## src/rtl/vexriscv_dbus_responder_pkg.sv

```systemverilog
// Shared dBus types for the VexRiscv formal bus responder and its pending-read FIFO.
package vexriscv_bus_pkg;

   localparam int DBUS_AW = 32;
   localparam int DBUS_DW = 32;

   typedef enum logic [1:0] {
      BYTE = 2'd0,
      HALF = 2'd1,
      WORD = 2'd2
   } dbus_size_e;

   typedef struct packed {
      logic               wr;
      logic [DBUS_AW-1:0] address;
      logic [DBUS_DW-1:0] data;
      dbus_size_e         size;
   } dbus_cmd_t;

   function automatic dbus_cmd_t packCmd(
      input logic               wr,
      input logic [DBUS_AW-1:0] address,
      input logic [DBUS_DW-1:0] data,
      input logic [1:0]         size
   );
      dbus_cmd_t cmd;
      cmd.wr      = wr;
      cmd.address = address;
      cmd.data    = data;
      cmd.size    = dbus_size_e'(size);
      return cmd;
   endfunction

endpackage

```

## src/rtl/vexriscv_dbus_responder_fifo.sv

```systemverilog
// In-order queue of outstanding read addresses; pointers wrap modulo DEPTH, occupancy kept separately.
module rvfi_pending_fifo
   import vexriscv_bus_pkg::*;
#(
   parameter int  DEPTH = 2,
   parameter int  WIDTH = DBUS_AW,
   localparam int PTR_W = (DEPTH > 1) ? $clog2(DEPTH) : 1,
   localparam int CNT_W = $clog2(DEPTH + 1)
) (
   input  logic             clock,
   input  logic             resetn,
   input  logic             push,
   input  logic [WIDTH-1:0] pushData,
   input  logic             pop,
   output logic [WIDTH-1:0] headData,
   output logic             full,
   output logic             empty,
   output logic [CNT_W-1:0] count
);

   localparam logic [PTR_W-1:0] LAST_PTR = PTR_W'(DEPTH - 1);
   localparam logic [CNT_W-1:0] FULL_CNT = CNT_W'(DEPTH);

   logic [WIDTH-1:0] mem [DEPTH];
   logic [PTR_W-1:0] wrPtr;
   logic [PTR_W-1:0] rdPtr;
   logic             doPush;
   logic             doPop;

   function automatic logic [PTR_W-1:0] nextPtr(input logic [PTR_W-1:0] p);
      return (p == LAST_PTR) ? '0 : p + PTR_W'(1);
   endfunction

   assign full     = (count == FULL_CNT);
   assign empty    = (count == '0);
   assign doPush   = push && !full;
   assign doPop    = pop && !empty;
   assign headData = mem[rdPtr];

   always_ff @(posedge clock) begin
      if (!resetn) begin
         wrPtr <= '0;
         rdPtr <= '0;
         count <= '0;
      end else begin
         if (doPush) wrPtr <= nextPtr(wrPtr);
         if (doPop)  rdPtr <= nextPtr(rdPtr);
         case ({doPush, doPop})
            2'b10:   count <= count + CNT_W'(1);
            2'b01:   count <= count - CNT_W'(1);
            default: count <= count;
         endcase
      end
   end

   // Storage carries no reset; occupancy alone decides what is valid.
   always_ff @(posedge clock) begin
      if (doPush) mem[wrPtr] <= pushData;
   end

endmodule

```

## src/rtl/vexriscv_dbus_responder.sv

```systemverilog
// Formal dBus slave: turns free solver inputs into a fair responder with hard-bounded
// command stall and read latency, and flags unstable master handshakes.
module vexriscv_dbus_responder
   import vexriscv_bus_pkg::*;
#(
   parameter int  DEPTH         = 2,
   parameter int  MAX_CMD_STALL = 3,
   parameter int  MAX_RSP_LAT   = 3,
   parameter bit  ALLOW_ERROR   = 1'b0,
   localparam int CNT_W         = $clog2(DEPTH + 1)
) (
   input  logic               clock,
   input  logic               resetn,
   input  logic               dbus_cmd_valid,
   input  logic               dbus_cmd_wr,
   input  logic [DBUS_AW-1:0] dbus_cmd_address,
   input  logic [DBUS_DW-1:0] dbus_cmd_data,
   input  logic [1:0]         dbus_cmd_size,
   output logic               dbus_cmd_ready,
   output logic               dbus_rsp_valid,
   output logic [DBUS_DW-1:0] dbus_rsp_data,
   output logic               dbus_rsp_error,
   output logic [DBUS_AW-1:0] rsp_address,
   input  logic               rand_cmd_ready,
   input  logic               rand_rsp_valid,
   input  logic [DBUS_DW-1:0] rand_rsp_data,
   input  logic               rand_rsp_error,
   output logic [CNT_W-1:0]   pending_count,
   output logic               proto_err
);

   localparam int STALL_W = (MAX_CMD_STALL > 0) ? $clog2(MAX_CMD_STALL + 1) : 1;
   localparam int WAIT_W  = (MAX_RSP_LAT > 0) ? $clog2(MAX_RSP_LAT + 1) : 1;
   localparam logic [STALL_W-1:0] STALL_MAX = STALL_W'(MAX_CMD_STALL);
   localparam logic [WAIT_W-1:0]  WAIT_MAX  = WAIT_W'(MAX_RSP_LAT);

   logic [STALL_W-1:0] stallCnt;
   logic [WAIT_W-1:0]  waitCnt;
   logic               full;
   logic               empty;
   logic [DBUS_AW-1:0] headAddr;
   logic               cmdReady;
   logic               rspValid;
   logic               accept;
   logic               pushRead;
   dbus_cmd_t          cmdNow;
   dbus_cmd_t          holdCmd_p1;
   logic               vld_p1;

   function automatic logic [STALL_W-1:0] satIncStall(input logic [STALL_W-1:0] v);
      return (v >= STALL_MAX) ? STALL_MAX : v + STALL_W'(1);
   endfunction

   function automatic logic [WAIT_W-1:0] satIncWait(input logic [WAIT_W-1:0] v);
      return (v >= WAIT_MAX) ? WAIT_MAX : v + WAIT_W'(1);
   endfunction

   rvfi_pending_fifo #(
      .DEPTH (DEPTH),
      .WIDTH (DBUS_AW)
   ) u_pending (
      .clock    (clock),
      .resetn   (resetn),
      .push     (pushRead),
      .pushData (dbus_cmd_address),
      .pop      (rspValid),
      .headData (headAddr),
      .full     (full),
      .empty    (empty),
      .count    (pending_count)
   );

   // Saturated counters force the handshake, so latency stays bounded whatever the solver picks.
   always_comb begin
      cmdReady = 1'b0;
      rspValid = 1'b0;
      if (resetn) begin
         cmdReady = !full && (rand_cmd_ready || (stallCnt == STALL_MAX));
         rspValid = !empty && (rand_rsp_valid || (waitCnt == WAIT_MAX));
      end
   end

   assign accept         = dbus_cmd_valid && cmdReady;
   assign pushRead       = accept && !dbus_cmd_wr;
   assign dbus_cmd_ready = cmdReady;
   assign dbus_rsp_valid = rspValid;
   assign dbus_rsp_data  = rspValid ? rand_rsp_data : '0;
   assign dbus_rsp_error = ALLOW_ERROR && rspValid && rand_rsp_error;
   assign rsp_address    = rspValid ? headAddr : '0;

   always_ff @(posedge clock) begin
      if (!resetn) begin
         stallCnt <= '0;
      end else if (accept || !dbus_cmd_valid) begin
         stallCnt <= '0;
      end else if (!full) begin
         stallCnt <= satIncStall(stallCnt);
      end
   end

   always_ff @(posedge clock) begin
      if (!resetn) begin
         waitCnt <= '0;
      end else if (rspValid || empty) begin
         waitCnt <= '0;
      end else begin
         waitCnt <= satIncWait(waitCnt);
      end
   end

   assign cmdNow = packCmd(dbus_cmd_wr, dbus_cmd_address, dbus_cmd_data, dbus_cmd_size);

   // p1: command held while refused, compared against what the master presents next cycle
   always_ff @(posedge clock) begin
      if (!resetn) begin
         vld_p1    <= 1'b0;
         proto_err <= 1'b0;
      end else begin
         vld_p1 <= dbus_cmd_valid && !cmdReady;
         if (vld_p1 && (!dbus_cmd_valid || (cmdNow != holdCmd_p1))) proto_err <= 1'b1;
      end
   end

   always_ff @(posedge clock) begin
      if (dbus_cmd_valid && !cmdReady) holdCmd_p1 <= cmdNow;
   end

endmodule

```

## config.mk

```make
export PLATFORM = sky130hd
export DESIGN_NAME = vexriscv_dbus_responder
export DESIGN_NICKNAME = d
export VERILOG_FILES = /design/src/rtl/vexriscv_dbus_responder_pkg.sv /design/src/rtl/vexriscv_dbus_responder_fifo.sv /design/src/rtl/vexriscv_dbus_responder.sv
export SDC_FILE = /design/constraint.sdc
export NUM_CORES = 1
export LEC_CHECK = 0
export ABC_AREA = 1
export BUFFER_PORTS_ARGS = -buffer_cell sky130_fd_sc_hd__buf_2
export CAP_MARGIN = 40
export CORE_MARGIN = 4
export CORE_UTILIZATION = 57
export DETAILED_ROUTE_END_ITERATION = 8
export PLACE_DENSITY = 0.85
export SLEW_MARGIN = 20
export SYNTH_ARGS = -nofsm -noshare
export SYNTH_HDL_FRONTEND = slang
export SYNTH_HIERARCHICAL = 1
export SYNTH_SLANG_ARGS = --single-unit
```

## constraint.sdc

```tcl
create_clock -name clock -period 9.5 [get_ports clock]
set_input_delay 0.475 -clock clock [delete_from_list [all_inputs] [get_ports clock]]
set_output_delay 0.475 -clock clock [all_outputs]
set_load 0.05 [all_outputs]
```

Yosys cells after proc, flatten, opt, wreduce, memory -nomap -nowiden
Memory sizes are Yosys's and may differ from the RTL's. A register that Yosys moved wholly into a read port is not among the register bits.
Index checks and enable logic that the tools add are counted.

word-level totals
  bits in registers = 77
  memory bits (writable) = 64
  bits of input ports = 105
  output and inout port bits = 70
  memories kept = 1

cells by class
  add/sub/neg operators = 6
  $lt $le $gt $ge = 2
  equal/unequal tests = 6
  muxes and demuxes = 13
  bitwise operators = 1
  reductions and logical operators = 22

memory list
  name           depth  bits a word  read ports  clocked after memory_dff  wr ports  line                                text
  u_pending.mem  2      32           1           1                         1         vexriscv_dbus_responder_fifo.sv:24  logic [WIDTH-1:0] mem [DEPTH];

operators by type and width
  cell                                                      count
  inequality test 67 bit                                    1
  2-to-1 mux 32 bit                                         2
  == test 2 bit, second input constant                      4
  logical AND 1 bit                                         8
  2-to-1 mux 1 bit                                          8
  adder 2 x 1 -> 2 bit, second input constant               3
  logical NOT 1 bit                                         5
  logical OR 1 bit                                          5
  greater-or-equal comparator 2 bit, second input constant  2
  2-to-1 mux 2 bit                                          2
  one-hot mux 2 bit (2 select lines)                        1
  OR reduction 2 bit                                        2
  adder 1 bit, second input constant                        2
  == test 2 x 1 -> 1 bit, second input constant             1
  logical NOT 2 bit                                         1
  nonzero test 2 bit                                        1
  subtractor 2 x 1 -> 2 bit, second input constant          1
  NOT 1 bit                                                 1

Depth between registers and ports, before layout
Gate-level depths: netlist (run 1).

  depth in word-level cells = 9
  depth in mapped cells = 14

Cells and area by module
Netlist (run 1), hierarchy kept.

by module, submodules not included
  module                   times used  cells an instance  area an instance (um^2)  sequential area each (um^2)
  vexriscv_dbus_responder  1           536                4087.7                   2132.0
  rvfi_pending_fifo        1           140                2715.1                   2021.9

Worst setup path before layout (run 1)
OpenSTA, ideal clock, no wires.

  path type = flip-flop to flip-flop
  from = reg u_pending.count[1]
  to = reg stallCnt[0]
  setup time = 0.093 ns
  data arrival time = 4.643 ns
  slack = 4.764 ns
  cell stages (with the launch flop) = 7
  period minus slack after synthesis = 4.736 ns
  path through = dfxtp_1 inv_1 nor2_1 nor3_1 nor2_1 nand2_1 nor3_1

between the ends
  word-level cells in the longest chain between the ends = 7

ends and longest elaborated chain
  item                                 line                                text
  start: declaration                   vexriscv_dbus_responder_fifo.sv:18  output logic [CNT_W-1:0] count
  start signal: assignment             vexriscv_dbus_responder_fifo.sv:49  2'b10: count <= count + CNT_W'(1);
  start signal: assignment             vexriscv_dbus_responder_fifo.sv:50  2'b01: count <= count - CNT_W'(1);
  start signal: assignment             vexriscv_dbus_responder_fifo.sv:51  default: count <= count;
  == test 2 bit                        vexriscv_dbus_responder_fifo.sv:34  assign full = (count == FULL_CNT);
  net full                             vexriscv_dbus_responder.sv:39       logic full;
  logical NOT 1 bit                    vexriscv_dbus_responder.sv:78       cmdReady = !full && (rand_cmd_ready || (stallCnt == STALL_MAX));
  logical AND 1 bit                    vexriscv_dbus_responder.sv:78
  2-to-1 mux 1 bit                     vexriscv_dbus_responder.sv:77       if (resetn) begin
  net dbus_cmd_ready                   vexriscv_dbus_responder.sv:19       output logic dbus_cmd_ready,
  logical AND 1 bit                    vexriscv_dbus_responder.sv:83       assign accept = dbus_cmd_valid && cmdReady;
  logical OR 1 bit                     vexriscv_dbus_responder.sv:94       end else if (accept || !dbus_cmd_valid) begin
  OR reduction 2 bit (no source line)  --
  end signal: assignment               vexriscv_dbus_responder.sv:97       stallCnt <= satIncStall(stallCnt);
  end: declaration                     vexriscv_dbus_responder.sv:37       logic [STALL_W-1:0] stallCnt;

The timed path passes the listed nets, and every way through them passes these cells.
A chain may end at the register's enable or synchronous reset.

Worst setup path in the final report (run 1)
  from = reg u_pending.count[0]
  to = out dbus_rsp_data[24]

between the ends
  word-level cells in the longest chain between the ends = 5

ends and longest elaborated chain
  item               line                                text
  logical NOT 2 bit  vexriscv_dbus_responder_fifo.sv:35  assign empty = (count == '0);
  net empty          vexriscv_dbus_responder.sv:40       logic empty;
  logical NOT 1 bit  vexriscv_dbus_responder.sv:79       rspValid = !empty && (rand_rsp_valid || (waitCnt == WAIT_MAX));
  logical AND 1 bit  vexriscv_dbus_responder.sv:79
  2-to-1 mux 1 bit   vexriscv_dbus_responder.sv:77
  2-to-1 mux 32 bit  vexriscv_dbus_responder.sv:87       assign dbus_rsp_data = rspValid ? rand_rsp_data : '0;
  end: declaration   vexriscv_dbus_responder.sv:21       output logic [DBUS_DW-1:0] dbus_rsp_data,

The timed path passes the listed nets, and every way through them passes these cells.

==> impl_summary.log, run 1 <==
[metrics] final layout net count: 968
[metrics] number of I/O port buffers: 172
[metrics] CTS Root Cell: sky130_fd_sc_hd__clkbuf_16
[metrics] first-iteration detailed-routing DRC count: 268
[metrics] largest driver fanout on the critical path: 48
[metrics] type of origin of the critical path: flop
[metrics] critical register-to-register path startpoint: u_pending/count[0]$_SDFFE_PN0P_
[metrics] total design power: 1460 uW
[metrics] worst path arrival time: 2.14 ns
[metrics] fraction of the cycle the final worst path needs: 27.5%
[metrics] IR drop worst, VDD: 113 uV
[metrics] Maximum Capacitance Violations: 0
[metrics] drt pass-1 iters: 4
[metrics] final setup slack of the worst path: 6.88 ns
[metrics] worst clock skew: 0.00513 ns
[metrics] number of levels in the clock H-tree: 4
[metrics] Inserted Clock Buffers: 17
[metrics] final HPWL from detailed placement: 9870 um
[metrics] synth-to-layout area growth: 23.4%
[metrics] area of the core region: 11600 sq um
[metrics] Worst-path clk slew: 0.06 ns
[metrics] ports placed on the boundary: 175
[metrics] depth of the most critical reg-to-reg path: 9
[metrics] final slew viol count: 0
[metrics] per-cell via count in the routed design: 4.71
[metrics] Post-Syn Instances: 676
[metrics] max_slew headroom: 63.2%
[metrics] CP endpoint: dbus_rsp_data[24]
[metrics] async set or reset register ratio after synthesis: 0%
[metrics] std cell rows: 39
[metrics] maximum number of pins on one net before global-route repair: between 40 and 50
[metrics] final number of setup-violating endpoints: 0
[metrics] number of warnings issued by yosys: 6
[metrics] number of enable flip-flop cells after synthesis: 131
[metrics] via count of the first global-routing pass: between 4000 and 5000
[metrics] largest stage delay on the critical path: roughly 0.39 ns
[metrics] dpl ws: just under 7 ns
[metrics] leakage dissipation: 0.00420 uW
[metrics] worst slew pin tran: 0.553 ns
[metrics] count of hold-fix buffers inserted at cts: 0
[metrics] Max Freq: 382 MHz
[metrics] last weighted congestion value of the routability-driven placer: 0.783
[metrics] Tmin final: 2.62 ns
[metrics] power per unit of standard cell area: 173 nW/um^2
[metrics] most common cell after layout, fill and taps aside: sky130_fd_sc_hd__buf_2
[metrics] post-synth net total: 782
[metrics] Max Root-Sink Buffers: 2
[metrics] initial antenna violation count: 1
[metrics] register-to-register path setup slack: about 7 ns
[metrics] Starting Density: 58.8%
[metrics] register area share after synthesis: 61.1%
[metrics] Slowest-stage cell, CP: sky130_fd_sc_hd__dfxtp_1
[metrics] number of DRC violations after detailed routing: 0
[metrics] Antenna Diode Count: 0
[metrics] count of different cell masters after synthesis: 28
[metrics] class of the tightest hold or removal check: primary input to flop
[metrics] width of the chip: 117 um
[metrics] antenna-violating nets left: 0
[metrics] GRT Residual Overflow: 0
[metrics] Die Y: approximately 120 um
[metrics] DIE AREA: around 14000 sq um
[metrics] WP data required: 9.03 ns
[metrics] wire length after detailed routing: 13200 um
[metrics] total count of hold-check failures in the final report: 0
[metrics] chain of cells forming the critical path: inv_2, nand2_1, inv_2, nor2_4, inv_2, nor2_4, inv_2, buf_12, nor2_1, buf_2
[metrics] GRT Overall Usage: approximately a fifth
[metrics] share of final-layout standard cells stronger than drive strength 1: between 20% and 30%
[metrics] category of the most critical setup path: flop to output pin
[metrics] routed vias: 4795
[metrics] result of the run: complete, no violations
[metrics] # clock sinks: between 100 and 150
[metrics] count of instances resized after the clock tree is built: 0
[metrics] Mapped Area: roughly 6800 sq um
[metrics] final worst hold slack: 0.264 ns
[metrics] worst-skew pair later-pin latency: approximately 0.40 ns
[metrics] Crit. End Element: output pin
[metrics] Post CTS Setup Buffer Count: 0
[metrics] synthesized area divided by synthesized cell count: ~10 sq um
[metrics] Post-Route Setup TNS: 0 ns
[metrics] highest-count cells in the layout ignoring fill and taps: 172 x sky130_fd_sc_hd__buf_2, 158 x sky130_fd_sc_hd__inv_1, 134 x sky130_fd_sc_hd__nand2_1
[metrics] RSZ-0062 raised after global routing: false
[metrics] CP most frequent cell: sky130_fd_sc_hd__inv_2
[metrics] reg2reg end: u_pending/mem[0][19]$_DFFE_PP_
[metrics] dominant synthesized flop cell: sky130_fd_sc_hd__edfxtp_1
[metrics] TritonCTS clock tree: built
[metrics] Worst setup startpoint: u_pending/count[0]$_SDFFE_PN0P_
[metrics] global-route wire length before repair: 20000 um
[metrics] average wire per standard cell: 12.9 um
[metrics] post-synthesis sequential element count: around 140
## how the worst min path moves through the flow
| stage | from | to | depth (start not counted) |
|---|---|---|---|
| 2_1_floorplan | vld_p1$_SDFF_PN0_ | proto_err$_SDFFE_PN0P_ | 2 |
| 3_3_place_gp | proto_err$_SDFFE_PN0P_ | proto_err$_SDFFE_PN0P_ | 2 |
| 3_5_place_dp | vld_p1$_SDFF_PN0_ | proto_err$_SDFFE_PN0P_ | 2 |
| 4_1_cts | rand_rsp_valid | waitCnt[0]$_SDFF_PP0_ | 2 |
| 5_1_grt | dbus_cmd_data[1] | holdCmd_p1[3]$_DFFE_PP_ | 1 |
| 6_report | rand_rsp_valid | waitCnt[0]$_SDFF_PP0_ | 2 |
## area by class of cell
| class | instances | area, sq um |
|---|---|---|
| clock buffer | 18 | 429 |
| clock inverter | 14 | 145 |
| fill | 812 | 3170 |
| inverter | 163 | 612 |
| multi-input combinational | 360 | 1910 |
| sequential | 142 | 4160 |
| tap | 143 | 179 |
| timing repair buffer | 178 | 971 |
## metal layers
layer  track usage, %  wire length [um]  share of wire (%)
met2             35.4              6810                 52
met1             21.2              5250                 40
met5                0                13              0.099
met4             5.66               132                1.0
met3             6.02               976                7.4
## power by group
part	switching (uW)	internal (uW)	total, uW	leakage, uW
registers	8.78	708	717	0.00131
clock network	241	385	626	0.000264
logic	69.2	44.1	113	0.00262
total	319	1140	1460	0.00420
## sequential cells by signal (all words and copies together), names as in the netlist, named ones only
register / flops
proto_err: 1
u_pending/mem: 64
waitCnt: 2
u_pending/wrPtr: 1
u_pending/count: 2
vld_p1: 1
holdCmd_p1: 67
stallCnt: 2
u_pending/rdPtr: 1
## stage by stage
| stage | utilization [%] | cell area [sq um] | cells |
|---|---|---|---|
| detailed placement | 67.6 | 7820 | 986 |
| finish | 72.6 | 8400 | 1018 |
| global route | 72.6 | 8400 | 1018 |
| CTS | 72.6 | 8400 | 1018 |
| floorplan | - | 6800 | 676 |
| global placement | 66.8 | 7730 | 982 |
## critical path, delay by kind of cell, from the launching register on
kind	cells	cell delay [ns]
buffers and inverters	6	0.87
AND/OR/NAND/NOR	4	0.47
flip-flops	1	0.39
## synthesized netlist by cell type, types with 3 or more instances
cell / number / area, sq um
sky130_fd_sc_hd__inv_2: 5 / 18.8
sky130_fd_sc_hd__nand4_1: 5 / 31.3
sky130_fd_sc_hd__buf_6: 7 / 78.8
sky130_fd_sc_hd__nand3_1: 4 / 20.0
sky130_fd_sc_hd__buf_12: 3 / 60.1
sky130_fd_sc_hd__inv_1: 158 / 593
sky130_fd_sc_hd__nor3_1: 3 / 15.0
sky130_fd_sc_hd__nand2_1: 134 / 503
sky130_fd_sc_hd__xnor2_1: 12 / 105
sky130_fd_sc_hd__nor2_1: 132 / 495
sky130_fd_sc_hd__mux2_4: 30 / 450
sky130_fd_sc_hd__o21ai_0: 9 / 45.0
sky130_fd_sc_hd__edfxtp_1: 131 / 3930
sky130_fd_sc_hd__dfxtp_1: 11 / 220
sky130_fd_sc_hd__nor2_2: 11 / 68.8
sky130_fd_sc_hd__a21oi_1: 4 / 20.0
## logic make-up (layout without fill, tap and decap cells)
group           after synthesis  in the layout  synth area share, %
compound gates               16             16                 1.32
buf+inv                     174            373                 11.1
simple gates                296            296                 17.5
xor+xnor                     14             14                 1.80
fa+ha+maj                     1              1                0.184
mux                          32             32                 6.95
other cells                   1              1               0.0551
flops                       142            142                 61.1
(Power assumes the default switching activity.)
==> inputs of run 2 (changes only) <==
Settings changed: CORE_UTILIZATION 57 to 48, PLACE_DENSITY 0.85 to 0.76.
Clock period 9.5 ns to 2.15 ns, I/O delays scaled along.
==> impl_summary.log, run 2 (synthesis results as in run 1) <==
[metrics] routed vias: 5108
[metrics] Inserted Clock Buffers: 17
[metrics] Max Freq: 500 MHz
[metrics] met2 wire length: 8300 um
[metrics] Starting Density: approximately half
[metrics] leakage dissipation: about 0.0045 uW
[metrics] top layer in use: met4
[metrics] Crit. End Element: output pin
[metrics] Antenna Diode Count: 0
[metrics] top cell family by delay on the critical path: buffers and inverters
[metrics] largest stage delay on the critical path: 0.37 ns
[metrics] share of final-layout standard cells stronger than drive strength 1: roughly a third
[metrics] Worst-path clk slew: about 0.060 ns
[metrics] DIE AREA: between 15000 and 20000 sq um
[metrics] RSZ-0062 raised after global routing: false
[metrics] number of I/O port buffers: 172
[metrics] drt pass-1 iters: 4
[metrics] number of DRC violations after detailed routing: 0
[metrics] register-to-register path setup slack: between 0.2 and 0.3 ns
[metrics] WP data required: 2.04 ns
[metrics] TritonCTS clock tree: built
[metrics] number of levels in the clock H-tree: 4
[metrics] count of non-filler cells in the finished layout: about 1100
[metrics] GRT Residual Overflow: 0
[metrics] total count of hold-check failures in the final report: 0
[metrics] std cell rows: 43
[metrics] Max Root-Sink Buffers: 2
[metrics] power per unit of standard cell area: about 670 nW/um^2
[metrics] average wire per standard cell: roughly 14 um
[metrics] maximum number of pins on one net before global-route repair: 69
[metrics] ports placed on the boundary: roughly 180
[metrics] final HPWL from detailed placement: 9690 um
[metrics] IR drop worst, VDD: around 480 uV
[metrics] result of the run: complete, no violations
[metrics] width of the chip: 127 um
[metrics] global-route wire length before repair: approximately 24000 um
[metrics] via count of the first global-routing pass: 5059
[metrics] largest registers in the final layout: holdCmd_p1 x67, u_pending/mem x64
[metrics] Top reg by flops: holdCmd_p1
[metrics] CTS Root Cell: sky130_fd_sc_hd__clkbuf_16
[metrics] most common cell after layout, fill and taps aside: sky130_fd_sc_hd__inv_1
[metrics] final layout net count: 1044
[metrics] area of the core region: about 14000 sq um
[metrics] largest driver fanout on the critical path: 9
[metrics] wire length after detailed routing: 15700 um
[metrics] worst path arrival time: 1.89 ns
[metrics] worst-skew pair later-pin latency: roughly 0.4 ns
[metrics] met3 WL post-DR: 1050 um
[metrics] worst clock skew: roughly 0.0046 ns
[metrics] first-iteration detailed-routing DRC count: ~230
[metrics] Met1 Routed Length: between 6000 and 7000 um
[metrics] highest-count cells in the layout ignoring fill and taps: 155 x sky130_fd_sc_hd__inv_1, 133 x sky130_fd_sc_hd__nand2_1, 131 x sky130_fd_sc_hd__edfxtp_1
[metrics] GRT Overall Usage: 18.9%
[metrics] final number of setup-violating endpoints: 0
[metrics] Slowest-stage cell, CP: sky130_fd_sc_hd__dfxtp_4
[metrics] class of the tightest hold or removal check: primary input to flop
[metrics] type of origin of the critical path: flop
[metrics] Buffers & Inverters on Critical Path: 6
[metrics] category of the most critical setup path: flop to output pin
[metrics] final slew viol count: 0
[metrics] Die Y: between 100 and 150 um
[metrics] fraction of the cycle the final worst path needs: 93.1%
[metrics] Post-Route Setup TNS: 0 ns
[metrics] chain of cells forming the critical path: inv_2, nand2_1, inv_2, nor2_4, inv_2, nor2_4, inv_8, clkbuf_16, nor2_2, buf_6
[metrics] CP most frequent cell: sky130_fd_sc_hd__inv_2
[metrics] synth-to-layout area growth: 41.4%
[metrics] initial antenna violation count: 0
[metrics] total placed cells including tap cells: 1025
[metrics] last weighted congestion value of the routability-driven placer: 0.750
[metrics] Tmin final: 2.00 ns
[metrics] Maximum Capacitance Violations: 0
[metrics] antenna-violating nets left: 0
[metrics] # clock sinks: 142
[metrics] number of flip-flops in the largest register: 67
[metrics] per-cell via count in the routed design: 4.52
[metrics] total design power: 6430 uW
==> run 2: cell count changes in the layout (fill, tap and decap cells not counted), sizes merged <==
| cell | previous run | this run |
|---|---|---|
| clkbuf | 18 | 22 |
| dlygate4sd3 | 0 | 69 |
| buf | 178 | 181 |
| bufinv | 2 | 1 |
| inv | 164 | 162 |
| clkinv | 6 | 8 |
==> run 2: worst paths after layout <==
check                              endpoint  cells past startpoint                            start
max                       dbus_rsp_data[27]                     10  u_pending/count[0]$_SDFFE_PN0P_
min            u_pending/wrPtr$_SDFFE_PN0P_                      7                   dbus_cmd_valid
max reg2reg  u_pending/mem[1][22]$_DFFE_PP_                      9         stallCnt[0]$_SDFFE_PP0N_
min reg2reg          proto_err$_SDFFE_PN0P_                      2           proto_err$_SDFFE_PN0P_
==> run 2: area by class of cell <==
class	count	area, sq um
tap	180	225
inverter	163	626
fill	1009	4260
clock inverter	13	101
multi-input combinational	360	2060
clock buffer	18	429
timing repair buffer	254	2010
sequential	142	4160
==> run 2: where the power goes <==
part / internal [uW] / switching [uW] / total, uW
registers: 3130 / 37.5 / 3160
logic: 289 / 346 / 635
clock network: 1560 / 1070 / 2630
total: 4980 / 1460 / 6430
==> run 2: timing repair <==
action | in CTS | in global routing
hold buffers | 69 | 0
gates resized for setup | 37 | 76
pin swaps | 0 | 1
setup endpoints to repair | 64 | 64
buffers inserted | 0 | 1
endpoints found under the hold margin | 140 | 0
cloned | 0 | 4
==> run 2: per-stage QoR <==
step           hold slack [ns]  worst slack, ns  area (sq um)  util [%]
2_1_floorplan            0.184           -0.251          6980         -
3_3_place_gp             0.301            0.244          8060      58.1
3_5_place_dp             0.309            0.242          8060      58.1
4_1_cts                  0.173           0.0116          9380      67.5
5_1_grt                  0.234          0.00981          9620      69.3
6_report                 0.201            0.149          9620      69.3
==> run 2: routing by layer <==
metal  vias up  track usage (%)
met2       183             34.8
met3        15             4.77
li1       2602                -
met5         -                0
met1      2308             21.0
met4         0             6.81
==> run 2: worst reg2reg max path, cell delays in order (launching register included) <==
cell                         delay (ns)
sky130_fd_sc_hd__dfxtp_1           0.38
sky130_fd_sc_hd__a21oi_1           0.12
sky130_fd_sc_hd__nor3_4            0.19
sky130_fd_sc_hd__nand2_1           0.07
sky130_fd_sc_hd__nor2_1            0.08
sky130_fd_sc_hd__inv_1             0.05
sky130_fd_sc_hd__nor2_2            0.13
sky130_fd_sc_hd__nand2_1           0.14
sky130_fd_sc_hd__clkinvlp_4        0.18
sky130_fd_sc_hd__buf_12            0.22
